## src/rtl/fetch_pc_unit_pkg.sv

```systemverilog
// Shared fetch-stage definitions: datapath width, reset/NOP defaults, PC step
// and the next-PC source select.
package pipeline_pkg;

   localparam int unsigned XLEN = 32;

   localparam logic [XLEN-1:0] RESET_PC_DEFAULT  = '0;
   localparam logic [XLEN-1:0] NOP_INSTR_DEFAULT = '0;
   localparam logic [XLEN-1:0] PC_STEP           = 32'd4;
   localparam logic [XLEN-1:0] PC_LOW_MASK       = PC_STEP - 32'd1;

   typedef enum logic [1:0] {
      SEL_SEQ,
      SEL_BRANCH,
      SEL_JUMP,
      SEL_HOLD
   } pc_sel_e;

   // Clear the sub-word offset bits so a redirect always lands on a word.
   function automatic logic [XLEN-1:0] align_word(input logic [XLEN-1:0] addr);
      return addr & ~PC_LOW_MASK;
   endfunction

endpackage

```

## src/rtl/fetch_pc_unit_if_id_reg.sv

```systemverilog
// IF/ID pipeline register: flush (NOP, invalid) beats hold, hold beats load.
module if_id_reg
   import pipeline_pkg::*;
#(
   parameter logic [XLEN-1:0] NOP_INSTR = NOP_INSTR_DEFAULT
) (
   input  logic            clk,
   input  logic            reset,
   input  logic            flush,
   input  logic            hold,
   input  logic [XLEN-1:0] instruction_in,
   input  logic [XLEN-1:0] pc_plus4_in,
   output logic [XLEN-1:0] instruction,
   output logic [XLEN-1:0] pc_plus4,
   output logic            valid
);

   always_ff @(posedge clk) begin
      if (reset || flush) begin
         instruction <= NOP_INSTR;
         pc_plus4    <= '0;
         valid       <= 1'b0;
      end else if (!hold) begin
         instruction <= instruction_in;
         pc_plus4    <= pc_plus4_in;
         valid       <= 1'b1;
      end
   end

endmodule

```

## src/rtl/fetch_pc_unit.sv

```systemverilog
// Fetch-stage PC register with branch/jump redirect, stall, target alignment,
// fetch counter and the IF/ID register feeding decode.
module fetch_pc_unit
   import pipeline_pkg::*;
#(
   parameter logic [XLEN-1:0] RESET_PC  = RESET_PC_DEFAULT,
   parameter logic [XLEN-1:0] NOP_INSTR = NOP_INSTR_DEFAULT
) (
   input  logic            Clk,
   input  logic            Reset,
   input  logic [XLEN-1:0] PCPlus4,
   input  logic [XLEN-1:0] Instruction,
   input  logic            BranchTaken,
   input  logic [XLEN-1:0] BranchTarget,
   input  logic            Jump,
   input  logic [XLEN-1:0] JumpTarget,
   input  logic            Stall,
   output logic [XLEN-1:0] PCOut,
   output logic [XLEN-1:0] IF_ID_Instruction,
   output logic [XLEN-1:0] IF_ID_PCPlus4,
   output logic            IF_ID_Valid,
   output logic            Redirect,
   output logic            AlignFault,
   output logic [XLEN-1:0] FetchCount
);

   pc_sel_e         pc_sel;
   logic [XLEN-1:0] target;
   logic [XLEN-1:0] next_pc;
   logic            redirect;
   logic            misaligned;
   logic            load;

   // Branch is older than the jump in decode, so it takes priority.
   always_comb begin
      pc_sel = SEL_SEQ;
      target = JumpTarget;
      if (BranchTaken) begin
         pc_sel = SEL_BRANCH;
         target = BranchTarget;
      end else if (Jump) begin
         pc_sel = SEL_JUMP;
      end else if (Stall) begin
         pc_sel = SEL_HOLD;
      end
   end

   always_comb begin
      redirect   = (pc_sel == SEL_BRANCH) || (pc_sel == SEL_JUMP);
      misaligned = |(target & PC_LOW_MASK);
      load       = (pc_sel == SEL_SEQ);
      unique case (pc_sel)
         SEL_BRANCH,
         SEL_JUMP:  next_pc = align_word(target);
         SEL_HOLD:  next_pc = PCOut;
         default:   next_pc = PCPlus4;
      endcase
   end

   always_ff @(posedge Clk) begin
      if (Reset) begin
         PCOut      <= RESET_PC;
         Redirect   <= 1'b0;
         AlignFault <= 1'b0;
         FetchCount <= '0;
      end else begin
         PCOut      <= next_pc;
         Redirect   <= redirect;
         AlignFault <= redirect && misaligned;
         if (load) begin
            FetchCount <= FetchCount + 32'd1;
         end
      end
   end

   if_id_reg #(
      .NOP_INSTR(NOP_INSTR)
   ) u_if_id_reg (
      .clk            (Clk),
      .reset          (Reset),
      .flush          (redirect),
      .hold           (pc_sel == SEL_HOLD),
      .instruction_in (Instruction),
      .pc_plus4_in    (PCPlus4),
      .instruction    (IF_ID_Instruction),
      .pc_plus4       (IF_ID_PCPlus4),
      .valid          (IF_ID_Valid)
   );

endmodule

```

## config.mk

```make
export PLATFORM = sky130hd
export DESIGN_NAME = fetch_pc_unit
export DESIGN_NICKNAME = d
export VERILOG_FILES = /design/src/rtl/fetch_pc_unit_pkg.sv /design/src/rtl/fetch_pc_unit_if_id_reg.sv /design/src/rtl/fetch_pc_unit.sv
export SDC_FILE = /design/constraint.sdc
export NUM_CORES = 1
export LEC_CHECK = 0
export ABC_AREA = 1
export BUFFER_PORTS_ARGS = -buffer_cell sky130_fd_sc_hd__buf_4
export CAP_MARGIN = 10
export CORE_AREA = 5 5 84 163
export CTS_BUF_LIST = sky130_fd_sc_hd__clkbuf_4
export DETAILED_ROUTE_END_ITERATION = 10
export DIE_AREA = 0 0 89 168
export PLACE_DENSITY = 0.83
export SYNTH_ARGS = -nofsm -noshare
export SYNTH_HDL_FRONTEND = slang
export SYNTH_SLANG_ARGS = --single-unit
```

## constraint.sdc

```tcl
create_clock -name Clk -period 2.07 [get_ports Clk]
set_clock_uncertainty 0.2 [all_clocks]
set_input_delay 0 -clock Clk [delete_from_list [all_inputs] [get_ports Clk]]
set_output_delay 0 -clock Clk [all_outputs]
set_load 0.01 [all_outputs]
```

==> Word level (Yosys, flattened, before mapping) <==
Index checks and enable logic that the tools add are counted.
{ "totals": {"elab_cells": 22, "out_inout_bits": 131, "reg_bits": 131, "input_bits": 133} }
{ "classes": {"n_mux": 5, "n_addsub": 1, "reduce_logical": 6, "eq_ne": 3} }
{ "ops": {"columns": ["cell", "count"], "rows": [
  ["32-bit one-hot mux with 2 select lines", 1],
  ["32-bit by 1-bit adder with 32-bit output (second input constant)", 1],
  ["32-bit two-way mux", 1],
  ["2-bit two-way mux", 3],
  ["2-bit == test (second input constant)", 2],
  ["2-bit OR reduction", 2],
  ["2-bit by 1-bit == test with 1-bit output (second input constant)", 1],
  ["2-bit logical NOT", 1],
  ["1-bit logical OR", 2],
  ["1-bit logical AND", 1]
]} }

==> Longest topological paths before layout <==
{ "logic_depth": {"ltp_word": 6, "ltp_mapped": 13, "depth_no_buf": 11} }

==> Cells and area by module <==
From an unflattened synthesis, not the netlist that was laid out.
{ "unflattened": {"hier_cells": 866, "hier_area_um2": 5987.0} }
{ "modules_own_cells": {"columns": ["module", "cells_per_inst", "seq_area_each_um2", "area_each_um2", "instances"], "rows": [
  ["fetch_pc_unit", 457, 1321.3, 3328.2, 1],
  ["if_id_reg", 409, 1301.2, 2658.8, 1]
]} }

==> Worst setup path after synthesis <==
OpenSTA, ideal clock, no wires.
{ "synth_timing": {"path_type": "in2reg", "start": "input port BranchTaken", "end": "register PCOut[30]", "t_required_ps": 1795, "path_slack_ps": 471, "t_arrival_ps": 1324, "setup_ps": 75, "path_stages": 9, "path_cell_list": "inv_1 -> buf_2 -> o21ai_0 -> inv_1 -> ha_1 -> inv_1 -> clkbuf_1 -> nand3_1 -> a31oi_1"} }
{ "synth_between": {"elab_chain_cells": 4} }
{ "synth_lines": {"columns": ["element", "line", "text"], "rows": [
  ["start: declaration", "fetch_pc_unit.sv:13", "input logic BranchTaken,"],
  ["2-bit two-way mux", "fetch_pc_unit.sv:38", "if (BranchTaken) begin"],
  ["2-bit by 1-bit == test with 1-bit output / 2-bit == test (equally long branches)", "fetch_pc_unit.sv:52", "unique case (pc_sel)"],
  ["2-bit OR reduction", "fetch_pc_unit.sv:52", null],
  ["32-bit one-hot mux with 2 select lines", "fetch_pc_unit.sv:52", null],
  ["end signal: assignment", "fetch_pc_unit.sv:67", "PCOut <= next_pc;"],
  ["end: declaration", "fetch_pc_unit.sv:18", "output logic [XLEN-1:0] PCOut,"]
]} }
Several ways; a longest one is shown, not always the timed one.
A chain may end at the register's enable or synchronous reset.

==> Worst setup path after layout <==
{ "layout_timing": {"start": "input port BranchTaken", "end": "register u_if_id_reg.pc_plus4[0]"} }
{ "layout_between": {"elab_chain_cells": 4} }
{ "layout_lines": {"columns": ["element", "line", "text"], "rows": [
  ["2-bit two-way mux (*)", "fetch_pc_unit.sv:38", null],
  ["2-bit by 1-bit == test with 1-bit output / 2-bit == test (equally long branches)", "fetch_pc_unit.sv:49", "redirect = (pc_sel == SEL_BRANCH) || (pc_sel == SEL_JUMP);"],
  ["1-bit logical OR", "fetch_pc_unit.sv:49", null],
  ["1-bit logical OR", "fetch_pc_unit_if_id_reg.sv:19", "if (reset || flush) begin"],
  ["end signal: assignment", "fetch_pc_unit_if_id_reg.sv:25", "pc_plus4 <= pc_plus4_in;"],
  ["end: declaration", "fetch_pc_unit_if_id_reg.sv:14", "output logic [XLEN-1:0] pc_plus4,"]
]} }
Mark *: on every way between the ends. The rest lies on a longest branch, timed or not.

==> out/metrics.csv <==
stage,metric,value,unit
status,status,completed,
clock_tree,numCtsBuffers,17,
pwr,power_leakage,4.172,nW
critical_path,r2r-end,FetchCount[20]$_SDFFE_PP0N_,
timing,slew_viol_final,0,
routing,wl_per_cell,20.65,um
clock_tree,worst_skew_pair.late_latency,0.55,ns
timing,setup_viol,0,
place,port-buffer-count,263,
final_layout,multi_input_comb_area,2763,um^2
routing,drt_iter0_markers,679,
critical_path,cpLargestDelayFamily,buffers and inverters,
synth,syn_area_per_cell,7.340,um^2
critical_path,path_class,primary input to flop,
critical_path,crit_chain,buf_4 -> inv_1 -> o21ai_2 -> inv_1 -> ha_4 -> dlygate4sd3_1 -> inv_4 -> buf_12 -> nand2_1 -> a21oi_1 -> dlygate4sd3_1,
timing,finalSetupTns,0,ns
timing,clock.fmax,498.4,MHz
clock_tree,h-tree-depth,4,
die,die_area,14950,um^2
global_routing,grt_usage,0.3652,
synth,synth_top_flop_cell,dfxtp_1,
die,core_area,12200,um^2
synth,syn_area,5710,um^2
place,gp_congestion,0.9949,
routing,vias,7621,
critical_path,cp_slowest_cell,dlygate4sd3_1,
final_layout,regArea,2623,um^2
synth,synth_seq_cells,131,
timing,final.period_utilization,0.9693,
clock_tree,clockBufferDepth,2,
critical_path,cp-start-kind,primary input,
critical_path,crit_required,2.37,ns
run,drv_cap,0,
hold_path,hold_depth,6,
pwr,power_density,605.2,nW/um^2
critical_path,worst-r2r-setup-slack,0.31,ns
synth,ys_types,27,
global_routing,grt_pass1_wl,41890,um
routing,drc_errors,0,
clock_tree,cts.sinks,131,
hold_path,min_to,FetchCount[3]$_SDFFE_PP0N_,
synth,ys_async_sr_fraction,0,
die,die_w,89,um
clock_tree,cts-root-buf,clkbuf_4,
routing,ant_nets,0,
routing,dr.pass1.iters,5,
timing,fin_worst_hold_slack,0.01581,ns
synth,ys_seq_area_frac,0.4592,
synth,synth_fp_nets,914,
final_layout,nets,1311,
hold_path,hold_path_class,primary input to flop,
global_routing,grt_pass1_vias,7841,
critical_path,max_stage_delay,0.60,ns
routing,via_per_inst,5.700,
final_layout,fill_cells,765,
critical_path,crit_path_end_kind,flop,
synth,syn_inst,778,
die,io_pins,264,
timing,slew_headroom,0.6536,
hold_path,min_from,Jump,
timing,finalHoldViolCount,0,
place,hpwl,16590,um
final_layout,drive_above_1_share,0.2938,
timing,period_needed,2.006,ns
global_routing,antenna_found_initial,2,
critical_path,worst_r2r_path_depth,7,
critical_path,cp.arrival,2.31,ns
synth,synth-edff-count,0,
timing,rsz0062_at_grt,false,
timing,worstMarginPinSlew,0.5196,ns
global_routing,grt_max_degree,51,
clock_tree,cts_tree,yes,
die,floorplan.initialDensity,0.4682,
pwr,irDropWorstVdd,0.5923,mV
synth,ys_warn_count,0,
global_routing,overflow,0,
clock_tree,clk_pin_slew,0.13,ns
critical_path,timing.critical_path.buf_inv,7,
die,rows,57,
final_layout,syn_to_final_growth,67.35,%
critical_path,regToRegStartpoint,FetchCount[0]$_SDFFE_PP0N_,
critical_path,cp_max_fo,21,
routing,drt-total-wl,27610,um
die,die_h,168,um
==> power breakdown <==
| group | switching, mW | internal, mW |
|---|---|---|
| clock network | 1.08 | 0.497 |
| logic | 0.688 | 0.754 |
| registers | 0.102 | 2.67 |
| total | 1.87 | 3.92 |
==> tightest hold or removal path: stages <==
cell,delay [ns]
buf_4,0.10
o21ai_2,0.06
ha_1,0.21
buf_4,0.16
a21oi_1,0.14
nor3_1,0.05
==> final cells by class <==
type,count,share of cell area
diodes,2,0.0005237
clock buffers,18,0.01414
clock inverters,14,0.01100
inverters,33,0.01322
multi-input cells,566,0.2891
flip-flops and latches,131,0.2744
well taps,147,0.01925
repair buffers,426,0.3784
==> logic make-up (layout without fill, tap and decap cells) <==
logic type / Yosys count / after routing / synth area share
xor+xnor: 5 / 5 / 0.007670
simple gates: 379 / 379 / 0.2886
other cells: 0 / 2 / 0
flops: 131 / 131 / 0.4592
compound gates: 179 / 179 / 0.1775
buf+inv: 81 / 491 / 0.06047
fa+ha+maj: 3 / 3 / 0.006574
==> worst max path at each step <==
stage                 from                                   end  slack [ns]  depth (start not counted)
2_1_floorplan  BranchTaken                PCOut[30]$_SDFFE_PP0P_        0.47                          9
3_3_place_gp         Stall                PCOut[13]$_SDFFE_PP0P_        0.32                         10
3_5_place_dp         Stall                PCOut[31]$_SDFFE_PP0P_        0.21                         10
4_1_cts              Stall  u_if_id_reg.pc_plus4[2]$_SDFFE_PP0P_        0.04                         10
5_1_grt        BranchTaken  u_if_id_reg.pc_plus4[0]$_SDFFE_PP0P_       0.008                         11
6_report       BranchTaken  u_if_id_reg.pc_plus4[0]$_SDFFE_PP0P_        0.06                         11
==> routing by layer <==
layer  track usage  routed length [um]
met1        0.3807                8889
met2        0.6175               13940
met3        0.1032                2721
met4        0.2398                2046
met5             0                  11
==> repair_timing <==
| item | CTS | global route |
|---|---|---|
| buffers inserted | 0 | 2 |
| hold buffers | 139 | 0 |
| setup endpoints to repair | 0 | 9 |
| gates resized for setup | 0 | 6 |
| hold endpoints to repair | 118 | 0 |
==> flip-flops by register name, summed over array words and instances, names as in the netlist <==
name,count
FetchCount,32
u_if_id_reg.pc_plus4,32
PCOut,32
AlignFault,1
u_if_id_reg.valid,1
u_if_id_reg.instruction,32
Redirect,1
==> Yosys cell counts (5+ instances only) <==
master	number	area (um^2)
nand2_1	224	840.8
buf_2	21	105.1
nor3_1	7	35.03
inv_1	30	112.6
nor2_4	11	123.9
a21oi_1	79	395.4
nand4_1	8	50.05
nor2_2	7	43.79
nand3_1	54	270.3
a31oi_1	30	187.7
dfxtp_1	131	2623
o21ai_0	38	190.2
clkbuf_1	22	82.58
nor2_1	60	225.2
nand2_2	5	31.28
o21a_1	30	225.2
==> cell usage in the layout (no fill, tap or decap), drive strengths merged <==
| master | instances |
|---|---|
| a211oi | 1 |
| a21oi | 79 |
| a31oi | 30 |
| and3 | 1 |
| buf | 287 |
| clkbuf | 18 |
| clkinv | 7 |
| clkinvlp | 3 |
| dfxtp | 131 |
| diode | 2 |
| dlygate4sd3 | 139 |
| ha | 3 |
| inv | 37 |
| nand2 | 230 |
| nand3 | 55 |
| nand4 | 8 |
| nor2 | 78 |
| nor3 | 7 |
| o21a | 30 |
| o21ai | 38 |
| o31ai | 1 |
| xnor2 | 3 |
| xor2 | 2 |
==> through the flow <==
step	utilization	setup WS [ns]	area [um^2]	std cells	power (mW)
after floorplan	-	0.4713	5710	778	3.277
after global placement	0.6468	0.3223	7888	1162	3.864
after detailed placement	0.6468	0.2115	7888	1162	3.887
after CTS	0.7805	0.04430	9519	1333	5.640
after global routing	0.7834	0.008399	9554	1336	5.993
final	0.7836	0.06364	9557	1337	5.784
(Power assumes the default switching activity.)
